## config.mk

```make
export PLATFORM = sky130hd
export DESIGN_NAME = npc_ctrl_fsm_flat
export DESIGN_NICKNAME = d
export VERILOG_FILES = /design/src/rtl/npc_ctrl_fsm_if.sv /design/src/rtl/npc_ctrl_fsm.sv /design/src/flat_wrapper.sv
export SDC_FILE = /design/constraint.sdc
export NUM_CORES = 1
export LEC_CHECK = 0
export BUFFER_PORTS_ARGS = -buffer_cell sky130_fd_sc_hd__buf_2
export CORE_MARGIN = 2
export CORE_UTILIZATION = 48
export CTS_CLUSTER_DIAMETER = 200
export DETAILED_ROUTE_END_ITERATION = 6
export GPL_TIMING_DRIVEN = 0
export PLACE_DENSITY = 0.92
export SYNTH_ARGS = -nofsm -noshare
export SYNTH_HDL_FRONTEND = slang
export SYNTH_SLANG_ARGS = --single-unit
```

## constraint.sdc

```tcl
create_clock -name clk -period 1.8 [get_ports clk]
set_input_delay 0.27 -clock clk [delete_from_list [all_inputs] [get_ports clk]]
set_output_delay 0.27 -clock clk [all_outputs]
set_load 0.02 [all_outputs]
```

## src/rtl/npc_ctrl_fsm_if.sv

```systemverilog
// ---------------------------------------------------------------------------
// npc_ctrl_fsm_if
// Groups the instruction-fetch and load/store handshake signals that the NPC
// control sequencer drives and observes.
//   ifu_req_valid / ifu_req_ready  fetch request handshake
//   ifu_addr                       fetch address
//   ifu_rsp_valid / ifu_rsp_data   fetch response
//   lsu_req_valid / lsu_req_ready  data memory request handshake
//   lsu_rsp_valid                  data memory response (load data / store ack)
// Modports: master = sequencer side, slave = memory/bus side.
// ---------------------------------------------------------------------------
interface npc_ctrl_fsm_if;
  logic        ifu_req_valid;
  logic        ifu_req_ready;
  logic [31:0] ifu_addr;
  logic        ifu_rsp_valid;
  logic [31:0] ifu_rsp_data;
  logic        lsu_req_valid;
  logic        lsu_req_ready;
  logic        lsu_rsp_valid;

  modport master (
    output ifu_req_valid,
    output ifu_addr,
    input  ifu_req_ready,
    input  ifu_rsp_valid,
    input  ifu_rsp_data,
    output lsu_req_valid,
    input  lsu_req_ready,
    input  lsu_rsp_valid
  );

  modport slave (
    input  ifu_req_valid,
    input  ifu_addr,
    output ifu_req_ready,
    output ifu_rsp_valid,
    output ifu_rsp_data,
    input  lsu_req_valid,
    output lsu_req_ready,
    output lsu_rsp_valid
  );
endinterface

```

## src/rtl/npc_ctrl_fsm.sv

```systemverilog
// ---------------------------------------------------------------------------
// npc_ctrl_fsm
// Multi-cycle control sequencer for the NPC core. Owns the PC, steps the
// combinational decoder/ALU/regfile via a latched instruction and a one-cycle
// write-back strobe, and stops the core on ebreak (halted) or on a fault
// (illegal instruction, misaligned next PC, memory timeout -> error).
// Ports:
//   clk, rst        clock; synchronous active-low reset
//   bus             fetch / load-store handshakes (npc_ctrl_fsm_if.master)
//   inst            latched instruction to decoder/regfile
//   dec_*           decode results of inst (load/store/ebreak/illegal/rd write)
//   exu_next_pc     next PC from datapath
//   pc              architectural PC (also the fetch address)
//   rf_wen          regfile write strobe, only during write-back
//   rf_wdata_sel    0 = ALU result, 1 = load data
//   instret         retired-instruction count
//   halted, error   sticky stop indications
// Parameters:
//   RESET_PC        PC after reset
//   TIMEOUT         max stalled cycles in a request/wait state; 0 disables
// ---------------------------------------------------------------------------
module npc_ctrl_fsm #(
  parameter logic [31:0] RESET_PC = 32'h8000_0000,
  parameter int          TIMEOUT  = 16
) (
  input  logic                  clk,
  input  logic                  rst,
  npc_ctrl_fsm_if.master        bus,
  output logic [31:0]           inst,
  input  logic                  dec_is_load,
  input  logic                  dec_is_store,
  input  logic                  dec_is_ebreak,
  input  logic                  dec_illegal,
  input  logic                  dec_rd_wen,
  input  logic [31:0]           exu_next_pc,
  output logic [31:0]           pc,
  output logic                  rf_wen,
  output logic                  rf_wdata_sel,
  output logic [31:0]           instret,
  output logic                  halted,
  output logic                  error
);

  localparam logic [31:0] NOP_INST = 32'h0000_0013;

  // Watchdog only needs to count up to TIMEOUT-1.
  localparam int              WD_W    = (TIMEOUT > 1) ? $clog2(TIMEOUT) : 1;
  localparam logic [WD_W-1:0] WD_LAST = WD_W'((TIMEOUT > 0) ? (TIMEOUT - 1) : 0);
  localparam logic [WD_W-1:0] WD_ONE  = WD_W'(1);
  localparam logic [WD_W-1:0] WD_ZERO = WD_W'(0);
  localparam logic            WD_EN   = (TIMEOUT > 0) ? 1'b1 : 1'b0;

  typedef enum logic [2:0] {
    S_FETCH_REQ  = 3'd0,
    S_FETCH_WAIT = 3'd1,
    S_EXEC       = 3'd2,
    S_MEM_REQ    = 3'd3,
    S_MEM_WAIT   = 3'd4,
    S_WB         = 3'd5,
    S_HALT       = 3'd6,
    S_ERR        = 3'd7
  } state_t;

  state_t          state_r;
  logic [31:0]     pc_r;
  logic [31:0]     inst_r;
  logic [31:0]     instret_r;
  logic [WD_W-1:0] wd_r;
  logic            ifu_req_valid_r;
  logic            lsu_req_valid_r;
  logic            wb_r;
  logic            halted_r;
  logic            error_r;

  logic            wait_s;
  logic            hs_s;
  logic            timeout_s;
  logic            aligned_s;

  // Handshake of the current request/wait state and watchdog expiry.
  // A handshake on the last permitted cycle takes precedence over the timeout.
  always_comb begin
    wait_s    = 1'b0;
    hs_s      = 1'b0;
    timeout_s = 1'b0;
    case (state_r)
      S_FETCH_REQ: begin
        wait_s = 1'b1;
        hs_s   = bus.ifu_req_ready;
      end
      S_FETCH_WAIT: begin
        wait_s = 1'b1;
        hs_s   = bus.ifu_rsp_valid;
      end
      S_MEM_REQ: begin
        wait_s = 1'b1;
        hs_s   = bus.lsu_req_ready;
      end
      S_MEM_WAIT: begin
        wait_s = 1'b1;
        hs_s   = bus.lsu_rsp_valid;
      end
      default: begin
        wait_s = 1'b0;
        hs_s   = 1'b0;
      end
    endcase
    if (WD_EN && wait_s && !hs_s && (wd_r == WD_LAST)) begin
      timeout_s = 1'b1;
    end else begin
      timeout_s = 1'b0;
    end
  end

  // Next PC must be word aligned for the instruction to retire.
  always_comb begin
    aligned_s = (exu_next_pc[1:0] == 2'b00);
  end

  // Sequencer: state, PC, instruction latch, retire counter, watchdog and
  // registered handshake/status outputs.
  always_ff @(posedge clk) begin
    if (!rst) begin
      state_r         <= S_FETCH_REQ;
      pc_r            <= RESET_PC;
      inst_r          <= NOP_INST;
      instret_r       <= 32'd0;
      wd_r            <= WD_ZERO;
      ifu_req_valid_r <= 1'b1;
      lsu_req_valid_r <= 1'b0;
      wb_r            <= 1'b0;
      halted_r        <= 1'b0;
      error_r         <= 1'b0;
    end else begin
      // Any state change (handshake or timeout) restarts the watchdog.
      if (wait_s && !hs_s && !timeout_s) begin
        wd_r <= wd_r + WD_ONE;
      end else begin
        wd_r <= WD_ZERO;
      end

      case (state_r)
        S_FETCH_REQ: begin
          if (timeout_s) begin
            state_r         <= S_ERR;
            ifu_req_valid_r <= 1'b0;
            error_r         <= 1'b1;
          end else if (hs_s) begin
            state_r         <= S_FETCH_WAIT;
            ifu_req_valid_r <= 1'b0;
          end else begin
            state_r         <= S_FETCH_REQ;
          end
        end

        S_FETCH_WAIT: begin
          if (timeout_s) begin
            state_r <= S_ERR;
            error_r <= 1'b1;
          end else if (hs_s) begin
            state_r <= S_EXEC;
            inst_r  <= bus.ifu_rsp_data;
          end else begin
            state_r <= S_FETCH_WAIT;
          end
        end

        // Decode results are valid for the freshly latched instruction here.
        S_EXEC: begin
          if (dec_illegal) begin
            state_r  <= S_ERR;
            error_r  <= 1'b1;
          end else if (dec_is_ebreak) begin
            // ebreak retires but leaves the PC pointing at itself.
            state_r   <= S_HALT;
            halted_r  <= 1'b1;
            instret_r <= instret_r + 32'd1;
          end else if (dec_is_load || dec_is_store) begin
            state_r         <= S_MEM_REQ;
            lsu_req_valid_r <= 1'b1;
          end else begin
            state_r <= S_WB;
            wb_r    <= 1'b1;
          end
        end

        S_MEM_REQ: begin
          if (timeout_s) begin
            state_r         <= S_ERR;
            lsu_req_valid_r <= 1'b0;
            error_r         <= 1'b1;
          end else if (hs_s) begin
            state_r         <= S_MEM_WAIT;
            lsu_req_valid_r <= 1'b0;
          end else begin
            state_r         <= S_MEM_REQ;
          end
        end

        S_MEM_WAIT: begin
          if (timeout_s) begin
            state_r <= S_ERR;
            error_r <= 1'b1;
          end else if (hs_s) begin
            state_r <= S_WB;
            wb_r    <= 1'b1;
          end else begin
            state_r <= S_MEM_WAIT;
          end
        end

        // A misaligned target faults without retiring or moving the PC.
        S_WB: begin
          wb_r <= 1'b0;
          if (!aligned_s) begin
            state_r <= S_ERR;
            error_r <= 1'b1;
          end else begin
            state_r         <= S_FETCH_REQ;
            pc_r            <= exu_next_pc;
            instret_r       <= instret_r + 32'd1;
            ifu_req_valid_r <= 1'b1;
          end
        end

        S_HALT: begin
          state_r <= S_HALT;
        end

        S_ERR: begin
          state_r <= S_ERR;
        end

        // Unreachable encoding: fail safe into the fault state.
        default: begin
          state_r         <= S_ERR;
          ifu_req_valid_r <= 1'b0;
          lsu_req_valid_r <= 1'b0;
          wb_r            <= 1'b0;
          error_r         <= 1'b1;
        end
      endcase
    end
  end

  // Write-back strobes follow the live decode; the write is dropped when the
  // next PC faults or the instruction is a store.
  always_comb begin
    rf_wen       = wb_r & dec_rd_wen & ~dec_is_store & aligned_s;
    rf_wdata_sel = wb_r & dec_is_load;
  end

  assign bus.ifu_req_valid = ifu_req_valid_r;
  assign bus.ifu_addr      = pc_r;
  assign bus.lsu_req_valid = lsu_req_valid_r;
  assign inst              = inst_r;
  assign pc                = pc_r;
  assign instret           = instret_r;
  assign halted            = halted_r;
  assign error             = error_r;

endmodule

```

## src/flat_wrapper.sv

```systemverilog
// flat-port wrapper written by rule: the top's interface ports become plain ports
module npc_ctrl_fsm_flat 
#(
  parameter logic [31:0] RESET_PC = 32'h8000_0000,
  parameter int          TIMEOUT  = 16
)
  (clk, rst, inst, dec_is_load, dec_is_store, dec_is_ebreak, dec_illegal, dec_rd_wen, exu_next_pc, pc, rf_wen, rf_wdata_sel, instret, halted, error, bus_ifu_req_valid, bus_ifu_addr, bus_ifu_req_ready, bus_ifu_rsp_valid, bus_ifu_rsp_data, bus_lsu_req_valid, bus_lsu_req_ready, bus_lsu_rsp_valid);
  npc_ctrl_fsm_if bus_i ();
  input  logic clk;
  input  logic rst;
  output logic [31:0] inst;
  input  logic dec_is_load;
  input  logic dec_is_store;
  input  logic dec_is_ebreak;
  input  logic dec_illegal;
  input  logic dec_rd_wen;
  input  logic [31:0] exu_next_pc;
  output logic [31:0] pc;
  output logic rf_wen;
  output logic rf_wdata_sel;
  output logic [31:0] instret;
  output logic halted;
  output logic error;
  output wire logic [$bits(bus_i.ifu_req_valid)-1:0] bus_ifu_req_valid;
  output wire logic [$bits(bus_i.ifu_addr)-1:0] bus_ifu_addr;
  input wire logic [$bits(bus_i.ifu_req_ready)-1:0] bus_ifu_req_ready;
  input wire logic [$bits(bus_i.ifu_rsp_valid)-1:0] bus_ifu_rsp_valid;
  input wire logic [$bits(bus_i.ifu_rsp_data)-1:0] bus_ifu_rsp_data;
  output wire logic [$bits(bus_i.lsu_req_valid)-1:0] bus_lsu_req_valid;
  input wire logic [$bits(bus_i.lsu_req_ready)-1:0] bus_lsu_req_ready;
  input wire logic [$bits(bus_i.lsu_rsp_valid)-1:0] bus_lsu_rsp_valid;
  assign bus_ifu_req_valid = bus_i.ifu_req_valid;
  assign bus_ifu_addr = bus_i.ifu_addr;
  assign bus_i.ifu_req_ready = bus_ifu_req_ready;
  assign bus_i.ifu_rsp_valid = bus_ifu_rsp_valid;
  assign bus_i.ifu_rsp_data = bus_ifu_rsp_data;
  assign bus_lsu_req_valid = bus_i.lsu_req_valid;
  assign bus_i.lsu_req_ready = bus_lsu_req_ready;
  assign bus_i.lsu_rsp_valid = bus_lsu_rsp_valid;
  npc_ctrl_fsm #(.RESET_PC(RESET_PC), .TIMEOUT(TIMEOUT)) u_core (.clk(clk), .rst(rst), .bus(bus_i), .inst(inst), .dec_is_load(dec_is_load), .dec_is_store(dec_is_store), .dec_is_ebreak(dec_is_ebreak), .dec_illegal(dec_illegal), .dec_rd_wen(dec_rd_wen), .exu_next_pc(exu_next_pc), .pc(pc), .rf_wen(rf_wen), .rf_wdata_sel(rf_wdata_sel), .instret(instret), .halted(halted), .error(error));
endmodule
```

-- Word level (Yosys, flattened, before mapping)
Cells that the tools add are included.
- flip-flop bits (word level): 108
- bits of input ports: 75
- output and inout port bits: 134
- logic and storage cells: 101
- add/subtract/negate cells: 2
- eq/ne operators: 21
- muxes and demuxes: 38
- bitwise logic cells: 7
- reduce and logical (&&, ||, !) cells: 23
- operators by type and width (operator ; number):
    32-bit 2-to-1 mux ; 3
    32-bit case mux with 2 select lines ; 1
    32-bit by 1-bit adder with 32-bit output, second input constant ; 1
    3-bit 2-to-1 mux ; 9
    3-bit case mux with 8 select lines ; 1
    1-bit 2-to-1 mux ; 18
    2-bit != test, second input constant ; 7
    3-bit equality test, second input constant ; 4
    3-bit AND reduction ; 3
    2-bit by 1-bit != test with 1-bit output, second input constant ; 4
    4-bit AND reduction ; 2
    3-bit by 2-bit equality test with 1-bit output, second input constant ; 2
    3-bit by 1-bit != test with 1-bit output, second input constant ; 2
    1-bit case mux with 3 select lines ; 2
    6-bit AND reduction ; 1
    2-bit nonzero test ; 3
    3-bit nonzero test ; 2
    5-bit AND reduction ; 1
    4-bit by 1-bit adder with 4-bit output, second input constant ; 1
    1-bit AND ; 4
    4-bit equality test, second input constant ; 1
    1-bit case mux with 2 select lines ; 2
    1-bit case mux with 4 select lines ; 1
    2-bit AND reduction ; 2
    9 further kinds ; 14

-- Depth between registers and ports, before layout
Gate-level depths: netlist of the first run.
- word-level depth: 9
- mapped depth: 7
- mapped depth without buffers: 5

-- Worst setup path before layout of the first run
Ideal clock, no wire load.
- path kind: register to register
- start: register u_core.instret_r[0], in the netlist u_core.instret[0]
- end: register u_core.instret_r[18], in the netlist u_core.instret[18]
- library setup time: 0.070 ns
- arrival time: 1.730 ns
- data required time: 1.730 ns
- setup slack: -0.001 ns
- cell stages (with the launch flop): 7
- path buffers: 1
- period minus slack after synthesis: 1.801 ns
- path through: dfxtp_1 > ha_1 > and3_1 > nand4_1 > buf_2 > or4_1 > a21oi_1
- cells in the longest elaborated chain, start to end: 4
- elaborated cells between the ends (all ways): 5
- classes of those cells: 1 x add/sub; 4 x mux
- ends and longest elaborated chain (what ; line ; source):
    from (decl) ; npc_ctrl_fsm.sv:67 ; logic [31:0] instret_r;
    from (signal assigned) ; npc_ctrl_fsm.sv:177 ; instret_r <= instret_r + 32'd1;
    from (signal assigned) ; npc_ctrl_fsm.sv:221 ; instret_r <= instret_r + 32'd1;
    32-bit by 1-bit adder with 32-bit output (*) ; npc_ctrl_fsm.sv:177, npc_ctrl_fsm.sv:221 ;
    32-bit 2-to-1 mux ; npc_ctrl_fsm.sv:173 ; end else if (dec_is_ebreak) begin
    32-bit 2-to-1 mux ; npc_ctrl_fsm.sv:170 ; if (dec_illegal) begin
    32-bit case mux with 2 select lines (*) ; npc_ctrl_fsm.sv:142 ; case (state_r)
Every way passes the cells marked *; elsewhere a longest branch is shown, timed or not. The select of a mux whose other input is x is not followed.
A chain may end at the register's enable or synchronous reset.

-- Worst setup path after layout of the first run
- start: register u_core.instret_r[10], in the netlist u_core.instret[10]
- end: register u_core.instret_r[24], in the netlist u_core.instret[24]
The elaborated chain is that of the path after synthesis.

==> results of run 1 <==
==> tightest hold or removal path, delay by kind of cell <==
family | cells | cell delay, ps
simple gates | 2 | 100
buf+inv | 1 | 80
==> cells by family after synthesis <==
| kind of cell | Yosys count | share of synthesized area |
|---|---|---|
| and+or+nand+nor | 275 | 0.283 |
| AOI/OAI and AO/OA | 124 | 0.146 |
| DFF | 108 | 0.443 |
| buffers and inverters | 80 | 0.0906 |
| muxes | 13 | 0.0269 |
| xor gates and xnor gates | 3 | 0.00539 |
| adders and majority gates | 2 | 0.00513 |
==> final cells by class <==
type                            instances  share of cell area
Multi-Input combinational cell        417               0.359
Clock buffer                           12              0.0251
Timing Repair Buffer                  223               0.178
Sequential cell                       108               0.333
Inverter                                7             0.00399
Clock inverter                          4             0.00589
Tap cell                              133              0.0253
Buffer                                 72              0.0699
==> sequential cells by signal, summed over array words and instances, names as in the netlist <==
signal and count:
u_core.inst 32, u_core.instret 32, u_core.state_r 3, u_core.bus.lsu_req_valid 1, u_core.wb_r 1, u_core.wd_r 4, u_core.halted 1, u_core.bus.ifu_addr 32
u_core.bus.ifu_req_valid 1, u_core.error 1
==> synthesized netlist by cell type, drive strengths merged (11+ instances only) <==
cell type  count  share of area
a21oi         83          0.085
mux2i         12          0.025
or4           12          0.019
nand2b        15          0.019
nor2          13          0.010
o21ai         11          0.011
o31ai         11          0.017
dfxtp        108           0.44
buf           45          0.064
clkbuf        28          0.022
nor4          13          0.021
nand3         18          0.018
nand2        155           0.12
==> routing by layer <==
layer | track usage | up-vias | routed length [µm]
met4 | 0.0695 | 0 | 313
met5 | 0 | - | 0
met1 | 0.296 | 2341 | 6020
met2 | 0.398 | 255 | 6960
li1 | - | 2524 | -
met3 | 0.0643 | 31 | 1190
==> power groups by stage <==
| stage | logic, µW | registers [µW] | clock network, µW |
|---|---|---|---|
| 2_1_floorplan | 817 | 2900 | 0 |
| 3_3_place_gp | 1400 | 2740 | 0 |
| 3_5_place_dp | 1430 | 2750 | 0 |
| 4_1_cts | 1440 | 2700 | 1540 |
| 5_1_grt | 1710 | 2730 | 1640 |
| 6_report | 1540 | 2700 | 1530 |
==> through the flow <==
| stage | instance area (µm²) | setup slack, ps | utilization |
|---|---|---|---|
| after detailed placement | 6080 | -169 | 0.619 |
| after floorplan | 4880 | 14.6 | - |
| final | 6590 | 19.3 | 0.671 |
| after global placement | 6080 | -143 | 0.619 |
| after global routing | 6590 | -61.5 | 0.671 |
| after CTS | 6310 | -77.6 | 0.643 |
==> final timing paths <==
| kind | start | to | slack (ps) | depth (start not counted) |
|---|---|---|---|---|
| setup / recovery | u_core.instret[10] | u_core.instret[24] | 20 | 6 |
| hold / removal | bus_ifu_rsp_data[1] | u_core.inst[1] | 110 | 3 |
| setup reg to reg | u_core.instret[10] | u_core.instret[24] | 20 | 6 |
| hold reg to reg | u_core.wd_r[0] | u_core.wd_r[0] | 450 | 1 |
==> cells in the final DEF (no fill, tap or decap), types with 12 or more instances in the layout <==
cell type  instances
nor2_1            12
mux2i_1           12
clkbuf_8          12
nand3_1           18
buf_4             49
nand2_1          155
buf_2            212
dfxtp_1           92
a21oi_1           79
clkbuf_1          18
nand2b_1          15
==> what timing repair did <==
item                       in CTS  in global routing
hold endpoints to repair        0                  0
setup endpoints to repair      51                 85
setup buffers                   0                 16
gates resized for setup        12                 63
pin swaps                       1                 16
==> results_dict.tcl, run 1 <==
set metrics [dict create \
    yosys_register_bits 108 \
    grt_max_degree 19 \
    syn-num-nets 682 \
    multi_input_comb_area_mm2 0.00237 \
    die_y_um 105 \
    grt_pass1_wl_um 21500 \
    min-delay-path-class "in -> reg" \
    min_period_over_period 0.989 \
    ir_drop_mv 0.574 \
    antenna_found_initial 0 \
    drt-initial-drc-count 271 \
    cts_tree "built" \
    synth_cells 605 \
    crit_top_cell "buf_4" \
    cap_violations 0 \
    synth_area_mm2 0.00488 \
    hold_violations 0 \
    root_buffer "clkbuf_8" \
    area_growth_pct 35.2 \
    fp-row-count 36 \
    grt_overflow 0 \
    start_util 0.497 \
    leakage_uw 0.00297 \
    wl_per_cell_um 14.8 \
    cts_buffer_depth 2 \
    drt-total-wl_um 14500 \
    end_kind "register" \
    cp-start-kind "register" \
    vias 5151 \
    dp_hpwl_um 10300 \
    synth-seq-area-share 0.443 \
    yosysUniqueCellTypes 49 \
    clkPwrFrac 0.265 \
    crit_chain "and4_1, buf_4, nand4_1, buf_4, or4_4, a21oi_2" \
    rsz0062_at_grt "yes" \
    n_antenna_cell 0 \
    swShare 0.336 \
    clock_sinks 108 \
    criticalPathCategory "reg -> reg" \
    stdcell_count 976 \
    synth_edf_count 0 \
    slew_violations 0 \
    cp_slowest_stage_delay_ps 510 \
    synth_ff_type "dfxtp_1" \
    viasPerCell 5.28 \
    power_density_mw_per_mm2 877 \
    critPathMaxFanout 6 \
    fmax_mhz 562 \
    cp.buffers_inverters 2 \
    status "finished, final reports clean" \
    io_pins 209 \
    cts_hold_buf 0 \
    drive_gt1_frac 0.399 \
    slowest_stage "or4_4" \
    die_x_um 105 \
    relSlewSlack 0.560 \
    grt_pass1_vias 4557 \
    final-seq-area_mm2 0.00219 \
    dr.pass1.iters 7 \
    setup-violations-final 0 \
    dp_cells 945 \
    synth_area_per_cell_um2 8.06 \
    finClkSkew_ps 15.9 \
    power_frac_comb 0.267 \
    io_buffers 207 \
    seqPwrFrac 0.468 \
    critical-path-top-delay-family "simple AND/OR/NAND/NOR gates" \
    p_switching_uw 1940 \
    ys_warn_count 0 \
    core-area_mm2 0.00982 \
    fp.dieArea_mm2 0.0110 \
    crit_arrival_ps 2080 \
    ys_async_sr_fraction 0 \
    fillers 803 \
    cts.htree.levels 3 \
    gr-usage-all-layers 0.236 \
    period_needed_ps 1780 \
    clk_latency_ps 370 \
    setup_tns_ps 0 \
    whs_ps 110 \
    numCtsBuffers 9 \
    clkTransAtPathRegs_ps 120 \
    fin_nets 915 \
    place_congestion 0.925 \
    worstPathRequired_ps 2100 \
    ant_nets 0 \
    drc 0 \
    worst_pin_slew_ps 659 \
    p_int_uw 3840 \
    power_uw 5780 \
]
(Power assumes the default switching activity.)
==> run 2: changes to the inputs <==
- ABC_AREA: default -> 1
- CORE_UTILIZATION: 48 -> 49
- PLACE_DENSITY: 0.92 -> 0.93
==> run 2 against run 1 <==
Compared with the run above:
- cell count is 14% higher
- count of clock-buffer cells in the layout fell by 2
- die area rose by 2.7%
- largest cell class unchanged
- largest power group unchanged
- core utilization shrank 3.0 points
==> results_dict.tcl, run 2 <==
set metrics [dict create \
    status "finished, final reports clean" \
    setup-violations-final 0 \
    dr.pass1.iters 5 \
    setup_tns_ps 0 \
    cts_hold_buf 0 \
    critPathMaxFanout 10 \
    synthTopCellsByCount "nor2_1, nand2_1, dfxtp_1" \
    finClkSkew_ps 20.8 \
    relSlewSlack 0.609 \
    synth_area_leader_cell "dfxtp_1" \
    yosysMostFrequentCell "nor2_1" \
    fmax_mhz 600 \
    min_period_over_period 0.925 \
    fillers 942 \
    die_x_um 106 \
    final_common_cell "buf_2" \
    criticalPathCategory "reg -> reg" \
    synth_area_per_cell_um2 6.82 \
    clkTransAtPathRegs_ps 120 \
    synth-seq-area-share 0.423 \
    cts_tree "built" \
    synth_ff_type "dfxtp_1" \
    grt_max_degree 21 \
    fin_nets 1047 \
    stdcell_area_mm2 0.00656 \
    cap_violations 0 \
    leakage_uw 0.00326 \
    drt-initial-drc-count 331 \
    layout_common_cells "buf_2, nor2_1, nand2_1, dfxtp_1, o21ai_0" \
    synth_area_mm2 0.00512 \
    wl_per_cell_um 13.6 \
    synth_top_area_share 0.423 \
    synth_edf_count 0 \
    core-area_mm2 0.0102 \
    hold_violations 0 \
    drive_gt1_frac 0.298 \
    power_density_mw_per_mm2 900 \
    clock_sinks 108 \
    numCtsBuffers 9 \
    crit_arrival_ps 1980 \
    slew_violations 0 \
    place_congestion 0.913 \
    cp-start-kind "register" \
    ir_drop_mv 0.661 \
    worst_pin_slew_ps 587 \
    grt_pass1_vias 5112 \
    dp_cells 1094 \
    ant_nets 0 \
    rsz0062_at_grt "yes" \
    die_y_um 106 \
    syn-num-nets 827 \
    place_area_mm2 0.00633 \
    synth_cells 750 \
    multi_input_comb_area_mm2 0.00249 \
    area_growth_pct 28.3 \
    io_pins 209 \
    ys_async_sr_fraction 0 \
    fp.dieArea_mm2 0.0113 \
    ys_warn_count 0 \
    worstPathRequired_ps 2120 \
    root_buffer "clkbuf_8" \
    clk_latency_ps 380 \
    viasPerCell 5.01 \
    final-seq-area_mm2 0.00216 \
    synthTopCellsByArea "dfxtp_1, nor2_1, nand2_1" \
    yosys_register_bits 108 \
    vias 5567 \
    grt_overflow 0 \
    n_antenna_cell 0 \
    drt-total-wl_um 15100 \
    yosysUniqueCellTypes 34 \
    antenna_found_initial 0 \
    power_uw 5910 \
    cts.htree.levels 3 \
    cts_buffer_depth 2 \
    min-delay-path-class "in -> reg" \
    stdcell_count 1111 \
    dp_hpwl_um 11700 \
    io_buffers 208 \
    drc 0 \
    gr-usage-all-layers 0.268 \
    grt_pass1_wl_um 24400 \
    end_kind "register" \
    fp-row-count 37 \
    start_util 0.500 \
    period_needed_ps 1670 \
]
[run 2: cell count changes after synthesis, sizes merged, moves of 12 or more]
| cell | before | now |
|---|---|---|
| a21oi | 83 | 38 |
| mux2i | 12 | 0 |
| nand2b | 15 | 0 |
| nor2 | 13 | 198 |
| or4 | 12 | 0 |
| nor4 | 13 | 0 |
| inv | 7 | 30 |
| nand3b | 1 | 14 |
| nand2 | 155 | 188 |
| o21ai | 11 | 65 |
[run 2: worst max-delay path, cell delays in order (launching register included)]
cell and delay [ps]:
dfxtp_1 330, buf_4 170, clkinv_2 130, nand4_1 210
buf_4 180, clkbuf_1 310, o21ai_0 160, nor2_1 120
[run 2: cell type report]
cell class | count | area share
inverter | 31 | 0.0179
sequential | 108 | 0.330
clock buffer | 10 | 0.0210
buffer | 61 | 0.0574
multi-input combinational | 550 | 0.379
timing repair buffer | 209 | 0.160
clock inverter | 6 | 0.00915
tap | 136 | 0.0259
[run 2: logic make-up (layout without fill, tap and decap cells)]
kind of cell | Yosys count | in the layout | synth area share
compound gates | 106 | 106 | 0.106
xor+xnor | 11 | 11 | 0.0188
fa+ha+maj | 2 | 2 | 0.00489
buf+inv | 92 | 317 | 0.0964
flops | 108 | 108 | 0.423
simple gates | 431 | 431 | 0.351
[run 2: through the flow]
| stage | util | worst slack [ps] | hold slack [ps] |
|---|---|---|---|
| floorplan | - | 97.6 | 383 |
| global placement | 0.618 | -45.4 | 429 |
| detailed placement | 0.618 | -102 | 439 |
| CTS | 0.638 | 2.93 | 77.4 |
| global route | 0.642 | -27.8 | 80.3 |
| finish | 0.642 | 134 | 88.4 |
[run 2: final timing paths]
| path | from | to | slack [ps] | cells after the start |
|---|---|---|---|---|
| setup / recovery | u_core.state_r[2] | u_core.inst[27] | 130 | 7 |
| hold / removal | bus_ifu_rsp_data[1] | u_core.inst[1] | 90 | 3 |
| setup reg to reg | u_core.state_r[2] | u_core.inst[27] | 130 | 7 |
| hold reg to reg | u_core.halted | u_core.halted | 450 | 2 |
[run 2: repair_timing]
action	in CTS	in global routing
endpoints found under the setup margin	4	47
resized for setup	2	9
setup buffers	0	1
pin swaps	0	1
[run 2: power breakdown]
group          switching [µW]  total (µW)  internal, µW
Sequential                164        2800          2630
Clock                     927        1510           585
Combinational            1050        1590           548
Total                    2140        5910          3770
[run 2: layer usage]
layer	vias up	track usage	part of all wire
met5	-	0	0
met2	218	0.481	0.51
li1	2786	-	-
met3	27	0.0662	0.070
met4	0	0.0921	0.022
met1	2536	0.308	0.40
==> run 3: changes to the inputs <==
- CORE_UTILIZATION: 49 -> 52
- PLACE_DENSITY: 0.93 -> 0.95
- clock period: 1.8 -> 2 ns (I/O delays scaled with it)
==> run 3 against run 2 <==
Compared with the run above:
- register-to-register slack gained 120 ps
- power shrank 7.5%
- via count grew 1.9%
- final area grew 0.15%
- count of clock-buffer cells in the layout shrank 1
- worst hold slack gained 31 ps
- combinational power shrank 9%
- worst setup slack gained 120 ps
- core utilization grew 4.0 points
- largest cell class unchanged
==> results_dict.tcl, run 3 (synthesized netlist as in run 2, its figures left out) <==
set metrics [dict create \
    crit_chain "inv_2, nand4_1, nand2_2, nor2_4, nand2_2, nand2_1, nand2_1, nor2_1, nor2_1" \
    ant_nets 0 \
    grt_overflow 0 \
    grt_pass1_vias 5319 \
    drt-total-wl_um 15300 \
    ir_drop_mv 0.680 \
    min_period_over_period 0.873 \
    fillers 842 \
    viasPerCell 5.12 \
    grt_max_degree 23 \
    cp_slowest_stage_delay_ps 540 \
    reg2reg_depth 9 \
    hold_violations 0 \
    clk_latency_ps 380 \
    rsz0062_at_grt "no" \
    drt-initial-drc-count 229 \
    die_y_um 103 \
    cts_tree "built" \
    vias 5670 \
    cp-start-kind "register" \
    worstPathRequired_ps 2250 \
    drc 0 \
    multi_input_comb_area_mm2 0.00247 \
    die_x_um 103 \
    cts_hold_buf 0 \
    period_needed_ps 1750 \
    cts.htree.levels 3 \
    worstReg2RegStart "u_core.state_r[1]" \
    setup-violations-final 0 \
    n_antenna_cell 0 \
    wl_per_cell_um 13.8 \
    clkTransAtPathRegs_ps 120 \
    final-seq-area_mm2 0.00216 \
    core-area_mm2 0.00964 \
    cts_buffer_depth 2 \
    antenna_found_initial 0 \
    slew_violations 0 \
    cap_violations 0 \
    finClkSkew_ps 13.7 \
    fp.dieArea_mm2 0.0106 \
    leakage_uw 0.00327 \
    worst_pin_slew_ps 563 \
    drive_gt1_frac 0.293 \
    dp_hpwl_um 11800 \
    relSlewSlack 0.625 \
    io_buffers 208 \
    layout_common_cells "buf_2, nor2_1, nand2_1, dfxtp_1, o21ai_0" \
    post-route-util 0.682 \
    place_congestion 0.961 \
    clock_sinks 108 \
    end_kind "register" \
    min_delay_path_depth 3 \
    power_density_mw_per_mm2 831 \
    numCtsBuffers 9 \
    critPathMaxFanout 10 \
    min-delay-path-class "in -> reg" \
    hp-start "bus_ifu_rsp_data[4]" \
    dpl_worst_slack_ps 81.5 \
    cp.buffers_inverters 1 \
    area_growth_pct 28.5 \
    dr.pass1.iters 5 \
    criticalPathCategory "reg -> reg" \
    rr_endpoint "u_core.state_r[2]" \
    critical-path-top-delay-family "simple AND/OR/NAND/NOR gates" \
    start_util 0.531 \
    fmax_mhz 573 \
    root_buffer "clkbuf_8" \
    setup_tns_ps 0 \
    io_pins 209 \
    status "finished, final reports clean" \
    r2r_slack_ps 250 \
    fin_nets 1046 \
    slowest_stage "dfxtp_1" \
    fp-row-count 36 \
    setup_ws_ps 254 \
    crit_arrival_ps 2000 \
    whs_endpoint "u_core.inst[4]" \
    final_common_cell "buf_2" \
    gr-usage-all-layers 0.288 \
    grt_pass1_wl_um 24400 \
]
==> run 3: cell types whose count changed in the layout (fill, tap and decap cells not counted), sizes merged <==
cell    previous run  this run
buf              252       251
clkbuf            28        27
bufinv             0         1
inv               35        32
clkinv             2         5
==> run 3: how the worst max path moves through the flow <==
stage	from	end	slack, ps	depth (start not counted)
2_1_floorplan	u_core.instret[0]	u_core.instret[28]	300	10
3_3_place_gp	u_core.instret[0]	u_core.instret[28]	100	10
3_5_place_dp	u_core.instret[0]	u_core.instret[28]	80	10
4_1_cts	u_core.instret[0]	u_core.instret[12]	60	8
5_1_grt	u_core.instret[0]	u_core.instret[16]	60	8
6_report	u_core.state_r[1]	u_core.state_r[2]	250	9
==> run 3: power breakdown <==
part / total [µW] / switching [µW] / internal [µW]
registers: 2520 / 149 / 2370
logic: 1440 / 953 / 485
clock network: 1500 / 866 / 639
==> run 3: cell type report <==
type,count,area share
Multi-Input combinational cell,550,0.376
Sequential cell,108,0.329
Timing Repair Buffer,208,0.158
Buffer,61,0.0571
Tap cell,133,0.0253
Clock buffer,9,0.0188
Clock inverter,7,0.0179
Inverter,31,0.0179
==> run 3: layer usage <==
metal,vias to the layer above,share of wire,GRT usage
li1,2784,-,-
met1,2601,0.38,0.331
met2,243,0.50,0.505
met3,42,0.079,0.0800
met4,0,0.034,0.116
met5,-,0,0
==> run 3: stage by stage <==
| step | area, µm² | hold WS, ps | power [µW] | instances |
|---|---|---|---|---|
| floorplan | 5120 | 413 | 3500 | 750 |
| global placement | 6320 | 432 | 3930 | 1091 |
| CTS | 6570 | 113 | 5460 | 1107 |
| global route | 6570 | 122 | 5740 | 1107 |
| finish | 6570 | 119 | 5460 | 1107 |
| detailed placement | 6320 | 448 | 3970 | 1091 |
==> run 3: tightest hold or removal path, stage by stage <==
cell and delay, ps:
buf_2 70, nand2_1 50, nand3_1 60
==> run 3: timing repair <==
item / CTS / global route
hold endpoints to repair: 0 / 0
setup buffers: 0 / 0
endpoints found under the setup margin: 0 / 4
resized for setup: 0 / 3
